===== src/rtl/spi_reg_slave_if.sv =====
// SPI pin bundle for spi_reg_slave. The master drives select, clock and
// data-out; the slave returns data-in and the pad output enable.
interface spi_reg_slave_if;
  logic ss;
  logic sclk;
  logic mosi;
  logic miso;
  logic miso_oe;

  modport master (
    output ss,
    output sclk,
    output mosi,
    input  miso,
    input  miso_oe
  );

  modport slave (
    input  ss,
    input  sclk,
    input  mosi,
    output miso,
    output miso_oe
  );
endinterface


===== src/rtl/spi_reg_slave.sv =====
// SPI slave with a small register bank. The SPI pins are oversampled in the
// sys_clk domain. All four CPOL/CPHA modes, read and write, and address
// auto-increment within one select window are supported.
//
// Write notification: wr_strobe is a single-cycle pulse with no backpressure.
// wr_addr is valid only in that cycle. regs already holds the new value in the
// same cycle.
module spi_reg_slave #(
  parameter int               DATA_W    = 8,
  parameter int               ADDR_W    = 3,
  parameter bit               SS_ACTIVE = 1'b1,
  parameter logic [DATA_W-1:0] RESET_VAL = '0
) (
  input  logic                              sys_clk,
  input  logic                              rst_n,
  spi_reg_slave_if.slave                    spi,
  input  logic                              cpol,
  input  logic                              cpha,
  output logic [(2**ADDR_W)*DATA_W-1:0]     regs,
  output logic                              wr_strobe,
  output logic [ADDR_W-1:0]                 wr_addr,
  output logic                              frame_err,
  output logic [1:0]                        dbg_state
);

  localparam int NREGS = 2**ADDR_W;
  localparam int CNT_W = $clog2(DATA_W);
  localparam logic [CNT_W-1:0] LAST_BIT = CNT_W'(DATA_W - 1);

  typedef enum logic [1:0] {
    S_IDLE = 2'd0,
    S_CMD  = 2'd1,
    S_DATA = 2'd2
  } state_e;

  // Synchronisers and edge pipeline
  logic [1:0] ss_sync_q, sclk_sync_q, mosi_sync_q;
  logic       sclk_prev_q;
  logic       samp_q, shft_q, mosi_bit_q;
  logic       cpol_q, cpha_q;
  logic       ss_act, sclk_edge, lead_edge, trail_edge;

  // FSM and datapath state
  state_e            state_q, state_d;
  logic [CNT_W-1:0]  cnt_q, cnt_d;
  logic [DATA_W-1:0] rx_q, rx_d, rx_next;
  logic [DATA_W-1:0] tx_q, tx_d;
  logic [ADDR_W-1:0] addr_q, addr_d, addr_inc;
  logic              is_wr_q, is_wr_d;
  logic              skip_q, skip_d;
  logic              miso_q, miso_d;
  logic              wr_strobe_q, wr_strobe_d;
  logic [ADDR_W-1:0] wr_addr_q, wr_addr_d;
  logic              frame_err_q, frame_err_d;
  logic              reg_we;
  logic [DATA_W-1:0] regs_q [NREGS];

  assign ss_act     = (ss_sync_q[1] == SS_ACTIVE);
  assign sclk_edge  = sclk_sync_q[1] ^ sclk_prev_q;
  assign lead_edge  = sclk_edge & (sclk_sync_q[1] != cpol_q);
  assign trail_edge = sclk_edge & (sclk_sync_q[1] == cpol_q);

  // Two-flop synchronisers plus a registered sample/shift edge pulse
  always_ff @(posedge sys_clk or negedge rst_n) begin
    if (!rst_n) begin
      ss_sync_q   <= {2{~SS_ACTIVE}};
      sclk_sync_q <= 2'b00;
      mosi_sync_q <= 2'b00;
      sclk_prev_q <= 1'b0;
      samp_q      <= 1'b0;
      shft_q      <= 1'b0;
      mosi_bit_q  <= 1'b0;
    end else begin
      ss_sync_q   <= {ss_sync_q[0], spi.ss};
      sclk_sync_q <= {sclk_sync_q[0], spi.sclk};
      mosi_sync_q <= {mosi_sync_q[0], spi.mosi};
      sclk_prev_q <= sclk_sync_q[1];
      samp_q      <= cpha_q ? trail_edge : lead_edge;
      shft_q      <= cpha_q ? lead_edge : trail_edge;
      mosi_bit_q  <= mosi_sync_q[1];
    end
  end

  // Mode pins are only taken while deselected, so a mode change mid-frame waits
  always_ff @(posedge sys_clk or negedge rst_n) begin
    if (!rst_n) begin
      cpol_q <= 1'b0;
      cpha_q <= 1'b0;
    end else if (state_q == S_IDLE && !ss_act) begin
      cpol_q <= cpol;
      cpha_q <= cpha;
    end
  end

  // FSM and datapath state registers
  always_ff @(posedge sys_clk or negedge rst_n) begin
    if (!rst_n) begin
      state_q     <= S_IDLE;
      cnt_q       <= '0;
      rx_q        <= '0;
      tx_q        <= '0;
      addr_q      <= '0;
      is_wr_q     <= 1'b0;
      skip_q      <= 1'b0;
      miso_q      <= 1'b0;
      wr_strobe_q <= 1'b0;
      wr_addr_q   <= '0;
      frame_err_q <= 1'b0;
    end else begin
      state_q     <= state_d;
      cnt_q       <= cnt_d;
      rx_q        <= rx_d;
      tx_q        <= tx_d;
      addr_q      <= addr_d;
      is_wr_q     <= is_wr_d;
      skip_q      <= skip_d;
      miso_q      <= miso_d;
      wr_strobe_q <= wr_strobe_d;
      wr_addr_q   <= wr_addr_d;
      frame_err_q <= frame_err_d;
    end
  end

  // Register bank: written with the completed word at the current address
  always_ff @(posedge sys_clk or negedge rst_n) begin
    if (!rst_n) begin
      for (int i = 0; i < NREGS; i++) regs_q[i] <= RESET_VAL;
    end else if (reg_we) begin
      regs_q[addr_q] <= rx_next;
    end
  end

  // Next-state logic. A freshly loaded tx word arms skip_q so that the first
  // shift edge after the load leaves the MSB on miso. That edge is the trailing
  // edge of the last bit when cpha=0, or the first leading edge of the word
  // when cpha=1.
  always_comb begin
    state_d     = state_q;
    cnt_d       = cnt_q;
    rx_d        = rx_q;
    tx_d        = tx_q;
    addr_d      = addr_q;
    is_wr_d     = is_wr_q;
    skip_d      = skip_q;
    reg_we      = 1'b0;
    wr_strobe_d = 1'b0;
    wr_addr_d   = wr_addr_q;
    frame_err_d = 1'b0;
    rx_next     = {rx_q[DATA_W-2:0], mosi_bit_q};
    addr_inc    = addr_q + 1'b1;

    unique case (state_q)
      S_IDLE: begin
        cnt_d  = '0;
        tx_d   = '0;
        skip_d = 1'b0;
        if (ss_act) state_d = S_CMD;
      end

      S_CMD: begin
        if (!ss_act) begin
          state_d     = S_IDLE;
          frame_err_d = (cnt_q != '0);
        end else if (samp_q) begin
          rx_d = rx_next;
          if (cnt_q == LAST_BIT) begin
            cnt_d   = '0;
            is_wr_d = rx_next[DATA_W-1];
            addr_d  = rx_next[ADDR_W-1:0];
            tx_d    = rx_next[DATA_W-1] ? '0 : regs_q[rx_next[ADDR_W-1:0]];
            skip_d  = 1'b1;
            state_d = S_DATA;
          end else begin
            cnt_d = cnt_q + 1'b1;
          end
        end
      end

      S_DATA: begin
        if (!ss_act) begin
          state_d     = S_IDLE;
          frame_err_d = (cnt_q != '0);
        end else if (samp_q) begin
          rx_d = rx_next;
          if (cnt_q == LAST_BIT) begin
            cnt_d  = '0;
            addr_d = addr_inc;
            skip_d = 1'b1;
            if (is_wr_q) begin
              reg_we      = 1'b1;
              wr_strobe_d = 1'b1;
              wr_addr_d   = addr_q;
              tx_d        = '0;
            end else begin
              tx_d = regs_q[addr_inc];
            end
          end else begin
            cnt_d = cnt_q + 1'b1;
          end
        end else if (shft_q) begin
          if (skip_q) skip_d = 1'b0;
          else        tx_d   = {tx_q[DATA_W-2:0], 1'b0};
        end
      end

      default: state_d = S_IDLE;
    endcase

    miso_d = (state_d == S_DATA) & tx_d[DATA_W-1];
  end

  // Flatten the bank onto the output bus
  for (genvar g = 0; g < NREGS; g++) begin : g_flat
    assign regs[g*DATA_W +: DATA_W] = regs_q[g];
  end

  assign spi.miso    = miso_q;
  assign spi.miso_oe = ss_act;
  assign wr_strobe   = wr_strobe_q;
  assign wr_addr     = wr_addr_q;
  assign frame_err   = frame_err_q;
  assign dbg_state   = state_q;

endmodule


===== src/flat_wrapper.sv =====
// flat-port wrapper written by rule: the top's interface ports become plain ports
module spi_reg_slave_flat 
#(
  parameter int               DATA_W    = 8,
  parameter int               ADDR_W    = 3,
  parameter bit               SS_ACTIVE = 1'b1,
  parameter logic [DATA_W-1:0] RESET_VAL = '0
)
  (sys_clk, rst_n, cpol, cpha, regs, wr_strobe, wr_addr, frame_err, dbg_state, spi_ss, spi_sclk, spi_mosi, spi_miso, spi_miso_oe);
  spi_reg_slave_if spi_i ();
  input  logic sys_clk;
  input  logic rst_n;
  input  logic cpol;
  input  logic cpha;
  output logic [(2**ADDR_W)*DATA_W-1:0] regs;
  output logic wr_strobe;
  output logic [ADDR_W-1:0] wr_addr;
  output logic frame_err;
  output logic [1:0] dbg_state;
  input wire logic [$bits(spi_i.ss)-1:0] spi_ss;
  input wire logic [$bits(spi_i.sclk)-1:0] spi_sclk;
  input wire logic [$bits(spi_i.mosi)-1:0] spi_mosi;
  output wire logic [$bits(spi_i.miso)-1:0] spi_miso;
  output wire logic [$bits(spi_i.miso_oe)-1:0] spi_miso_oe;
  assign spi_i.ss = spi_ss;
  assign spi_i.sclk = spi_sclk;
  assign spi_i.mosi = spi_mosi;
  assign spi_miso = spi_i.miso;
  assign spi_miso_oe = spi_i.miso_oe;
  spi_reg_slave #(.DATA_W(DATA_W), .ADDR_W(ADDR_W), .SS_ACTIVE(SS_ACTIVE), .RESET_VAL(RESET_VAL)) u_core (.sys_clk(sys_clk), .rst_n(rst_n), .spi(spi_i), .cpol(cpol), .cpha(cpha), .regs(regs), .wr_strobe(wr_strobe), .wr_addr(wr_addr), .frame_err(frame_err), .dbg_state(dbg_state));
endmodule

===== config.mk =====
export PLATFORM = sky130hd
export DESIGN_NAME = spi_reg_slave_flat
export DESIGN_NICKNAME = d
export VERILOG_FILES = /design/src/rtl/spi_reg_slave_if.sv /design/src/rtl/spi_reg_slave.sv /design/src/flat_wrapper.sv
export SDC_FILE = /design/constraint.sdc
export NUM_CORES = 1
export LEC_CHECK = 0
export BUFFER_PORTS_ARGS = -buffer_cell sky130_fd_sc_hd__buf_4
export CORE_ASPECT_RATIO = 1.75
export CORE_MARGIN = 1.5
export CORE_UTILIZATION = 30
export DETAILED_ROUTE_END_ITERATION = 6
export GPL_TIMING_DRIVEN = 0
export PLACE_DENSITY = 0.46
export SYNTH_ARGS = -nofsm -noshare
export SYNTH_HDL_FRONTEND = slang
export SYNTH_SLANG_ARGS = --single-unit

===== constraint.sdc =====
create_clock -name sys_clk -period 2.7 [get_ports sys_clk]
set_input_delay 0 -clock sys_clk [delete_from_list [all_inputs] [get_ports sys_clk]]
set_output_delay 0 -clock sys_clk [all_outputs]
set_load 0.005 [all_outputs]

# After elaboration in Yosys (flattened, before gate mapping)
# Cells that the tools add are included.
word_totals:
  regBits: 107
  out_inout_bits: 73
  word_cells: 128
op_classes:
  n_addsub: 2
  n_lt_le_gt_ge: 4
  eq_ne: 17
  mux: 53
  n_bitwise: 7
  n_reduce_logical: 16
ops:
  columns: ["op", "n"]
  rows:
  - ["$mux W8", 15]
  - ["$bwmux W64", 1]
  - ["$bmux W8 S3", 2]
  - ["$mux W3", 9]
  - ["$demux W8 S3", 1]
  - ["$pmux W8 S3", 1]
  - ["$ne A2 B1 Y1 const B", 8]
  - ["$mux W1", 15]
  - ["$ge A4 B4 Y1 const B", 3]
  - ["$not A3 Y4", 3]
  - ["$pmux W3 S2", 2]
  - ["$mux W2", 5]
  - ["$reduce_and A5 Y1", 2]
  - ["$reduce_and A8 Y1", 1]
  - ["$reduce_and A7 Y1", 1]
  - ["$add A3 B1 Y3 const B", 2]
  - ["$pmux W2 S3", 1]
  - ["$reduce_and A3 Y1", 2]
  - ["$reduce_bool A3 Y1", 2]
  - ["$eq A2 B2 Y1 const B", 2]
  - ["$lt A4 B1 Y1 const B", 1]
  - ["$reduce_and A4 Y1", 1]
  - ["$reduce_bool A2 Y1", 2]
  - ["$and A1 B1 Y1", 3]
  - ["other kinds (13)", 14]

# Depth between registers and ports, before layout
# Gate-level depths: netlist of run 1.
depth:
  word_depth: 11
  ltp_mapped: 9
  ltp_nobuf: 7

# Worst setup path after synthesis of run 1
# OpenSTA, ideal clock, no wires.
synth_timing:
  kind: "reg2reg"
  from: "reg u_core.addr_q[0]"
  to: "reg u_core.tx_q[4]"
  setup_time_ps: 126
  t_arrival_ps: 2100
  path_slack_ps: 474
  path_stages_with_launch: 8
  path_buffers: 2
  period_less_slack_ps: 2226
  cell_sequence: "dfrtp_1 > ha_1 > clkbuf_1 > clkbuf_1 > mux4_2 > a22oi_1 > nand2_1 > a221o_1"
synth_between:
  elab_chain_len: 10
synth_lines:
  columns: ["element", "line_no", "rtl"]
  rows:
  - ["from (decl)", "spi_reg_slave.sv:48", "logic [ADDR_W-1:0] addr_q, addr_d, addr_inc;"]
  - ["from (signal assigned)", "spi_reg_slave.sv:114", "addr_q <= addr_d;"]
  - ["$add A3 B1 Y3", "spi_reg_slave.sv:150", "addr_inc = addr_q + 1'b1;"]
  - ["$not A3 Y4 (not written as such)", "spi_reg_slave.sv:195", "tx_d = regs_q[addr_inc];"]
  - ["$bmux W8 S3", "spi_reg_slave.sv:195", null]
  - ["$mux W8 (not written as such) (2 in a row)", "spi_reg_slave.sv:195", null]
  - ["$mux W8", "spi_reg_slave.sv:189", "if (is_wr_q) begin"]
  - ["$mux W8", "spi_reg_slave.sv:185", "if (cnt_q == LAST_BIT) begin"]
  - ["$mux W8", "spi_reg_slave.sv:183", "end else if (samp_q) begin"]
  - ["$mux W8", "spi_reg_slave.sv:180", "if (!ss_act) begin"]
  - ["$pmux W8 S3", "spi_reg_slave.sv:152", "unique case (state_q)"]
  - ["to (signal assigned)", "spi_reg_slave.sv:113", "tx_q <= tx_d;"]
  - ["to (decl)", "spi_reg_slave.sv:47", "logic [DATA_W-1:0] tx_q, tx_d;"]
# Every way passes these cells. The select of a mux whose other input is x is not followed.
# A chain may end at the register's enable or synchronous reset.

# Final worst setup path of run 1
layout_timing:
  from: "reg u_core.mosi_bit_q"
  to: "reg u_core.tx_q[6]"
layout_between:
  elab_chain_len: 9
layout_lines:
  columns: ["element", "line_no", "rtl"]
  rows:
  - ["from (decl)", "spi_reg_slave.sv:39", "logic samp_q, shft_q, mosi_bit_q;"]
  - ["from (signal assigned)", "spi_reg_slave.sv:80", "mosi_bit_q <= mosi_sync_q[1];"]
  - ["$not A3 Y4 (not written as such)", "spi_reg_slave.sv:170", "tx_d = rx_next[DATA_W-1] ? '0 : regs_q[rx_next[ADDR_W-1:0]];"]
  - ["$bmux W8 S3", "spi_reg_slave.sv:170", null]
  - ["$mux W8 (not written as such) (2 in a row)", "spi_reg_slave.sv:170", null]
  - ["$mux W8", "spi_reg_slave.sv:170", null]
  - ["$mux W8", "spi_reg_slave.sv:166", "if (cnt_q == LAST_BIT) begin"]
  - ["$mux W8", "spi_reg_slave.sv:164", "end else if (samp_q) begin"]
  - ["$mux W8", "spi_reg_slave.sv:161", "if (!ss_act) begin"]
  - ["$pmux W8 S3", "spi_reg_slave.sv:152", null]
# Every way passes these cells. The select of a mux whose other input is x is not followed.

==> results of run 1 <==
layout make-up:
cell class                      instances  area share [%]
Inverter                                5          0.2786
Timing Repair Buffer                   93           11.31
Multi-Input combinational cell        253           38.37
Tap cell                              231           4.290
Clock buffer                           10           3.547
Clock inverter                          6          0.7428
Buffer                                 25           1.727
Sequential cell                       107           39.74
placed cells by master, fill, tap and decap left out, types with 2 or more instances in the layout:
| cell | netlist | final |
|---|---|---|
| a22o_1 | 4 | 4 |
| clkbuf_1 | 15 | 12 |
| o21a_1 | 2 | 2 |
| mux4_2 | 32 | 32 |
| o21ai_0 | 9 | 9 |
| clkbuf_16 | 0 | 9 |
| buf_4 | 1 | 85 |
| a22oi_1 | 6 | 6 |
| o22ai_1 | 3 | 3 |
| buf_6 | 1 | 2 |
| and3_1 | 2 | 2 |
| a21o_1 | 2 | 2 |
| dlygate4sd3_1 | 0 | 6 |
| o21ai_1 | 2 | 2 |
| mux2_2 | 76 | 76 |
| buf_12 | 0 | 2 |
| nand4b_1 | 3 | 3 |
| buf_2 | 4 | 3 |
| nor3b_4 | 2 | 2 |
| buf_1 | 6 | 6 |
| a21oi_1 | 8 | 8 |
| clkinvlp_4 | 0 | 4 |
| nor2_1 | 15 | 15 |
| dfrtp_1 | 107 | 107 |
| a221o_1 | 6 | 6 |
| mux2i_1 | 15 | 15 |
| nor2b_1 | 8 | 8 |
| nor3_1 | 2 | 2 |
| nand3_1 | 2 | 2 |
| nand2b_1 | 8 | 8 |
| xor2_1 | 2 | 2 |
| inv_1 | 5 | 5 |
| nand2_1 | 24 | 24 |
| ha_1 | 8 | 7 |
registers in the layout, summed over array words and instances, names as in the netlist, 2 cells and up:
name                count
u_core.addr_q           3
u_core.cnt_q            3
u_core.dbg_state        2
u_core.mosi_sync_q      2
u_core.regs            64
u_core.rx_q             7
u_core.sclk_sync_q      2
u_core.ss_sync_q        2
u_core.tx_q             8
u_core.wr_addr          3
metrics by stage:
| stage | total power, mW | utilization [%] | hold WS, ns |
|---|---|---|---|
| global placement | 3.204 | 35.74 | 0.1107 |
| floorplan | 2.778 | - | -0.2956 |
| global route | 4.764 | 38.42 | 0.03649 |
| finish | 4.522 | 38.42 | 0.02390 |
| detailed placement | 3.237 | 35.74 | 0.1117 |
| CTS | 4.574 | 38.11 | 0.04662 |
synth_stat cells:
| cell | n | share of area (%) |
|---|---|---|
| o2111a_1 | 1 | 0.21 |
| nor2b_1 | 8 | 0.93 |
| a221o_1 | 6 | 1.1 |
| a21oi_1 | 8 | 0.74 |
| nor3b_4 | 2 | 0.70 |
| a21o_1 | 2 | 0.28 |
| mux2i_1 | 15 | 2.8 |
| and2_1 | 1 | 0.12 |
| nand4_1 | 1 | 0.12 |
| clkbuf_1 | 15 | 1.0 |
| nor3b_1 | 2 | 0.28 |
| o21a_1 | 2 | 0.28 |
| dfrtp_1 | 107 | 50 |
| o311a_1 | 1 | 0.19 |
| buf_6 | 1 | 0.21 |
| buf_2 | 4 | 0.37 |
| nand3_1 | 2 | 0.19 |
| xor2_1 | 2 | 0.33 |
| and3_1 | 2 | 0.23 |
| inv_1 | 5 | 0.35 |
| mux2_2 | 76 | 16 |
| o22ai_1 | 3 | 0.35 |
| a22oi_1 | 6 | 0.84 |
| or4_1 | 1 | 0.14 |
| nor3_1 | 2 | 0.19 |
| nand3b_1 | 1 | 0.14 |
| nor2_2 | 1 | 0.12 |
| mux4_2 | 32 | 13 |
| a22o_1 | 4 | 0.65 |
| nand2_1 | 24 | 1.7 |
| or2_2 | 1 | 0.12 |
| nand2b_1 | 8 | 0.93 |
| nor2_1 | 15 | 1.0 |
| o21ai_0 | 9 | 0.84 |
| ha_1 | 8 | 1.9 |
| nand4b_1 | 3 | 0.49 |
| buf_4 | 1 | 0.14 |
| o21ai_1 | 2 | 0.19 |
| nor3_4 | 1 | 0.30 |
| a2bb2oi_1 | 1 | 0.16 |
| buf_1 | 6 | 0.42 |
power by group:
group	internal (mW)	total, mW	switching [mW]	leakage, nW
combinational	0.546	1.39	0.844	1.58
clock	0.661	1.31	0.650	0.129
sequential	1.71	1.82	0.111	1.46
logic make-up (layout without fill, tap and decap cells):
| family | Yosys count | in the layout | share of synthesized area (%) |
|---|---|---|---|
| mux | 123 | 123 | 32.06 |
| flops | 107 | 107 | 49.71 |
| simple gates | 75 | 75 | 7.689 |
| compound gates | 45 | 45 | 5.830 |
| buf+inv | 32 | 139 | 2.532 |
| fa+ha+maj | 8 | 8 | 1.858 |
| xor+xnor | 2 | 2 | 0.3253 |
path summary, 6_finish.rpt:
path / start / to / slack (ns)
setup / recovery: u_core.mosi_bit_q$_DFF_PN0_ / u_core.tx_q[6]$_DFFE_PN0P_ / 0.09
hold / removal: rst_n / u_core.regs[23]$_DFFE_PN0P_ / 0.02
setup reg to reg: u_core.mosi_bit_q$_DFF_PN0_ / u_core.tx_q[6]$_DFFE_PN0P_ / 0.09
hold reg to reg: u_core.sclk_sync_q[0]$_DFF_PN0_ / u_core.sclk_sync_q[1]$_DFF_PN0_ / 0.35
max in group asynchronous: rst_n / u_core.regs[61]$_DFFE_PN0P_ / 1.96
min in group sys_clk: spi_mosi / u_core.mosi_sync_q[0]$_DFF_PN0_ / 0.29
layer usage:
layer | up-vias | wire [µm] | global-route usage [%]
li1 | 1669 | - | -
met1 | 1972 | 6349 | 20.26
met2 | 93 | 8921 | 32.50
met3 | 21 | 431 | 2.495
met4 | 0 | 373 | 6.056
met5 | - | 0 | 0
what timing repair did:
item	CTS	global route
hold buffers	5	1
resized for setup	3	5
hold endpoints to repair	5	107
endpoints found under the setup margin	57	16
pin swaps	3	0
buffers inserted	6	1
cloned	0	0
==> Flow_metrics.wiki, run 1 <==
{| class="wikitable"
! Metric !! Value
|-
| Min-delay worst type || input port to async pin
|-
| ANT nets after route || 0
|-
| Largest stage delay on the critical path || 0.72 ns
|-
| Highest fanout seen on the critical path || 10
|-
| Cell type of the slowest stage on the worst timing path || clkbuf_1
|-
| Arrival time of the worst setup path || 2.84 ns
|-
| Number of max-cap violations || 0
|-
| Crit end category || flop
|-
| Row cnt || 64
|-
| Number of search-and-repair iterations in the first detailed-routing pass || 4
|-
| Design Area, Final || 6738 µm²
|-
| Synth warnings || 0
|-
| Boundary pin count || 80
|-
| Peak Freq || between 0.3 and 0.4 GHz
|-
| Sink Count || approximately 110
|-
| Global Route Usage Sum || between 10% and 20%
|-
| Most numerous cell on the critical path || clkbuf_1
|-
| Final count of pins violating max slew || 0
|-
| Post-Syn Area per Cell || 13.74 µm²
|-
| Register bit count reported by yosys || 107
|-
| Post-route setup TNS || 0 ns
|-
| Launching element type of the critical path || flop
|-
| Count of inserted antenna diode cells || 0
|-
| Sequential cell area fraction in the yosys report || 49.71%
|-
| Via density per instance || about 5.1
|-
| PortBufs || 79
|-
| RSZ-0062 raised after global routing || no
|-
| Clock network latency to the later pin of the worst-skew pair || between 0.3 and 0.4 ns
|-
| Layout Area Growth over Synthesis || 25.09%
|-
| Cell count after placement || about 700
|-
| Cells after synthesis || 392
|-
| Vertical die dimension || ~180 µm
|-
| Number of cells traversed by the worst register-to-register path || 6
|-
| Number of cells on the critical path || 6
|-
| Average routed wire per standard cell || ~22 µm
|-
| Transition at the pin with the smallest max-transition slack || 1.214 ns
|-
| DRT iter0 DRCs || about 160
|-
| Power density of the placed cells || roughly 670 nW/µm²
|-
| Cell family with the largest share of critical-path delay || buffers and inverters
|-
| WP buf/inv || 2
|-
| Run status || completed
|-
| Global-route wire length before repair || about 24,000 µm
|-
| Die Wd || 104.3 µm
|-
| Maximum number of pins on one net before global-route repair || roughly 110
|-
| Non-filler cells, final || between 700 and 800
|-
| GPL Wtd Cong || ~0.76
|-
| DRC viols || 0
|-
| Standby leakage power || 3.169 nW
|-
| Mapped Nets || a little over 400
|-
| Final-report hold violation count || 0
|-
| Initial antenna violation count || 0
|-
| Mapped cell area || roughly 5400 µm²
|-
| Placeable core area || around 18,000 µm²
|-
| Clock Skew || ~0.011 ns
|-
| Count of unique library cells instantiated by Yosys || a little over 40
|-
| Multi-input combinational cell area || between 2000 and 3000 µm²
|-
| Clock tree buffer depth || 2
|-
| Worst Path Required || about 2.9 ns
|-
| H-tree levels || 3
|-
| Slew margin rel. || between 15 and 20%
|-
| Layout cell share with drive strength beyond 1 || roughly 45%
|-
| Total via count after detailed routing || roughly 3,800
|-
| CTS root buffer || clkbuf_16
|-
| Final HPWL from detailed placement || between 10,000 and 15,000 µm
|-
| TritonCTS clock tree || done
|-
| Clock buffer count from CTS || 9
|-
| Via count of the first global-routing pass || ~3,800
|-
| Worst-case vdd ir drop || just over 0.3 mV
|-
| Register Area || around 2700 µm²
|-
| Startpoint-to-endpoint class of the critical path || flop to flop
|-
| Overall routed net length || 16,080 µm
|-
| Initial cell density of the core || approximately 31%
|-
| Critical Path, Cell by Cell || clkbuf_1 -> clkbuf_1 -> mux4_2 -> mux2i_1 -> nor2_1 -> a221o_1
|-
| Final layout net count || between 500 and 600
|-
| Fin crit period || 2.606 ns
|-
| Filler Cells Inserted || between 1,500 and 2,000
|-
| Clock-pin slew reported for the worst setup and hold paths after clock tree synthesis || ~0.08 ns
|-
| Final worst-path setup slack || between 0.09 and 0.1 ns
|-
| Setup Viol. Count Final || 0
|-
| Overflow after GRT || 0
|-
| Placement-stage cell area || 6269 µm²
|-
| Worst Setup Slack post-DPL || -0.4655 ns
|-
| Fraction of the cycle the final worst path needs || 96.51%
|-
| Die Footprint || 18,800 µm²
|}
Note: power is estimated with default switching activity, not from simulation.
==> run 2: changes to the inputs <==
CORE_UTILIZATION = 50   (was 30)
PLACE_DENSITY = 0.7   (was 0.46)
==> run 2 against run 1 <==
  * Sequential share of layout area grew 0.72 points
  * Core utilization grew 24 points
  * Worst hold slack lost 0.013 ns
  * Clock skew shrank 0.0036 ns
  * First-iteration DRC count grew 4.3%
  * Clock-buffer cell count is the same
  * Register-to-register slack gained 0.07 ns
  * Worst setup slack gained 0.066 ns
  * Routed wire length shrank 14%
  * Critical endpoint is now u_core.spi.miso$_DFF_PN0_
==> Flow_metrics.wiki, run 2 (synthesized netlist as in run 1, its figures left out) <==
{| class="wikitable"
! Metric !! Value
|-
| Utilization after layout || approximately 63%
|-
| Overflow after GRT || 0
|-
| Worst hold slack after final layout || between 0.01 and 0.015 ns
|-
| Layout cell share with drive strength beyond 1 || 44.69%
|-
| Number of max-cap violations || 0
|-
| Power density of the placed cells || roughly 680 nW/µm²
|-
| Via density per instance || around 6
|-
| Worst-case vdd ir drop || around 0.42 mV
|-
| Die Wd || just over 80 µm
|-
| Run status || completed
|-
| Sink Count || 107
|-
| Initial cell density of the core || 50.95%
|-
| Non-filler cells, final || roughly 630
|-
| Clock-pin slew reported for the worst setup and hold paths after clock tree synthesis || roughly 0.07 ns
|-
| Slew margin rel. || roughly 30%
|-
| Number of cells traversed by the worst register-to-register path || 7
|-
| Final layout net count || a little over 500
|-
| DRC viols || 0
|-
| Min-delay worst type || input port to async pin
|-
| ANT nets after route || 0
|-
| Fin crit period || approximately 2.5 ns
|-
| Clock buffer count from CTS || 9
|-
| Highest fanout seen on the critical path || 10
|-
| Arrival time of the worst setup path || roughly 2.8 ns
|-
| Final worst-path setup slack || approximately 0.16 ns
|-
| Final-report hold violation count || 0
|-
| Startpoint-to-endpoint class of the critical path || flop to flop
|-
| GPL Wtd Cong || approximately 0.86
|-
| Clock tree buffer depth || 2
|-
| Leading cell types in the layout, fill and taps excluded || 107 x dfrtp_1, 83 x buf_4, 76 x mux2_2, 32 x mux4_2, 24 x nand2_1
|-
| Placement-stage cell area || about 6000 µm²
|-
| Count of inserted antenna diode cells || 0
|-
| Placeable core area || approximately 11,000 µm²
|-
| Row cnt || 50
|-
| Launching element type of the critical path || flop
|-
| Worst Path Required || 2.93 ns
|-
| Total via count after detailed routing || 3,771
|-
| Most frequent standard cell in the layout excluding fill and tap cells || dfrtp_1
|-
| Max FFs per register || 64
|-
| Number of search-and-repair iterations in the first detailed-routing pass || 4
|-
| Standby leakage power || between 3 and 4 nW
|-
| Clock Skew || 0.007492 ns
|-
| Global-route wire length before repair || 21,860 µm
|-
| Worst Setup Slack post-DPL || -0.2992 ns
|-
| Maximum number of pins on one net before global-route repair || 108
|-
| CTS root buffer || clkbuf_16
|-
| Initial antenna violation count || 0
|-
| Via count of the first global-routing pass || a little under 4,000
|-
| Final count of pins violating max slew || 0
|-
| Fraction of the cycle the final worst path needs || between 90% and 100%
|-
| RSZ-0062 raised after global routing || no
|-
| Overall routed net length || 13,870 µm
|-
| Vertical die dimension || approximately 140 µm
|-
| Transition at the pin with the smallest max-transition slack || 1.047 ns
|-
| Global Route Usage Sum || 26.10%
|-
| PortBufs || 79
|-
| Die Footprint || 11,430 µm²
|-
| Average routed wire per standard cell || 22.05 µm
|-
| Layout Area Growth over Synthesis || 22.86%
|-
| Design Area, Final || about 6600 µm²
|-
| Setup Viol. Count Final || 0
|-
| Crit end category || flop
|-
| TritonCTS clock tree || done
|-
| Clock network latency to the later pin of the worst-skew pair || between 0.3 and 0.4 ns
|-
| Peak Freq || roughly 0.39 GHz
|-
| Boundary pin count || 80
|-
| Final HPWL from detailed placement || around 9500 µm
|-
| DRT iter0 DRCs || 170
|-
| Cell count after placement || between 600 and 700
|-
| H-tree levels || 3
|}
run 2: report_power, final:
part / internal [mW] / switching (mW)
registers: 1.71 / 0.119
logic: 0.534 / 0.807
clock network: 0.720 / 0.599
total: 2.97 / 1.52
run 2: stage by stage:
step / TNS (ns) / total power [mW]
after floorplan: 0 / 2.778
after global placement: -2.074 / 3.146
after detailed placement: -3.218 / 3.181
after CTS: 0 / 4.506
after global routing: 0 / 4.709
final: 0 / 4.489
run 2: worst paths after layout:
kind | from | endpoint | slack (ns)
max in group asynchronous | rst_n | u_core.regs[32]$_DFFE_PN0P_ | 2.01
min in group sys_clk | spi_sclk | u_core.sclk_sync_q[0]$_DFF_PN0_ | 0.30
min | rst_n | u_core.wr_strobe$_DFF_PN0_ | 0.01
max | u_core.addr_q[0]$_DFFE_PN0P_ | u_core.spi.miso$_DFF_PN0_ | 0.16
min reg2reg | u_core.mosi_sync_q[1]$_DFF_PN0_ | u_core.mosi_bit_q$_DFF_PN0_ | 0.35
max reg2reg | u_core.addr_q[0]$_DFFE_PN0P_ | u_core.spi.miso$_DFF_PN0_ | 0.16
run 2: repair_timing:
item                                    CTS  global route
endpoints found under the hold margin     5           107
hold buffers                              5             1
pin swaps                                 3             0
resized for setup                         2             1
endpoints found under the setup margin   35            28
buffers inserted                          4             3
run 2: layer usage:
layer,track usage [%],vias to the layer above,part of all wire [%]
met5,0,-,0
met1,31.55,1969,38
met4,12.89,0,2.8
met2,43.50,106,54
met3,5.081,34,5.0
li1,-,1662,-
run 2: layout make-up:
class | count | area [µm²]
Inverter | 5 | 18.77
Sequential cell | 107 | 2678
Fill cell | 832 | 3955
Tap cell | 130 | 162.7
Buffer | 25 | 111.4
Clock inverter | 6 | 63.81
Timing Repair Buffer | 93 | 774.5
Multi-Input combinational cell | 253 | 2580
Clock buffer | 10 | 229.0
run 2: critical path, stage by stage (launching register included):
cell	delay [ns]
dfrtp_1	0.37
clkbuf_1	0.29
buf_2	0.45
mux4_2	0.56
mux2i_1	0.27
o22ai_1	0.10
o21ai_0	0.25
a21oi_1	0.12
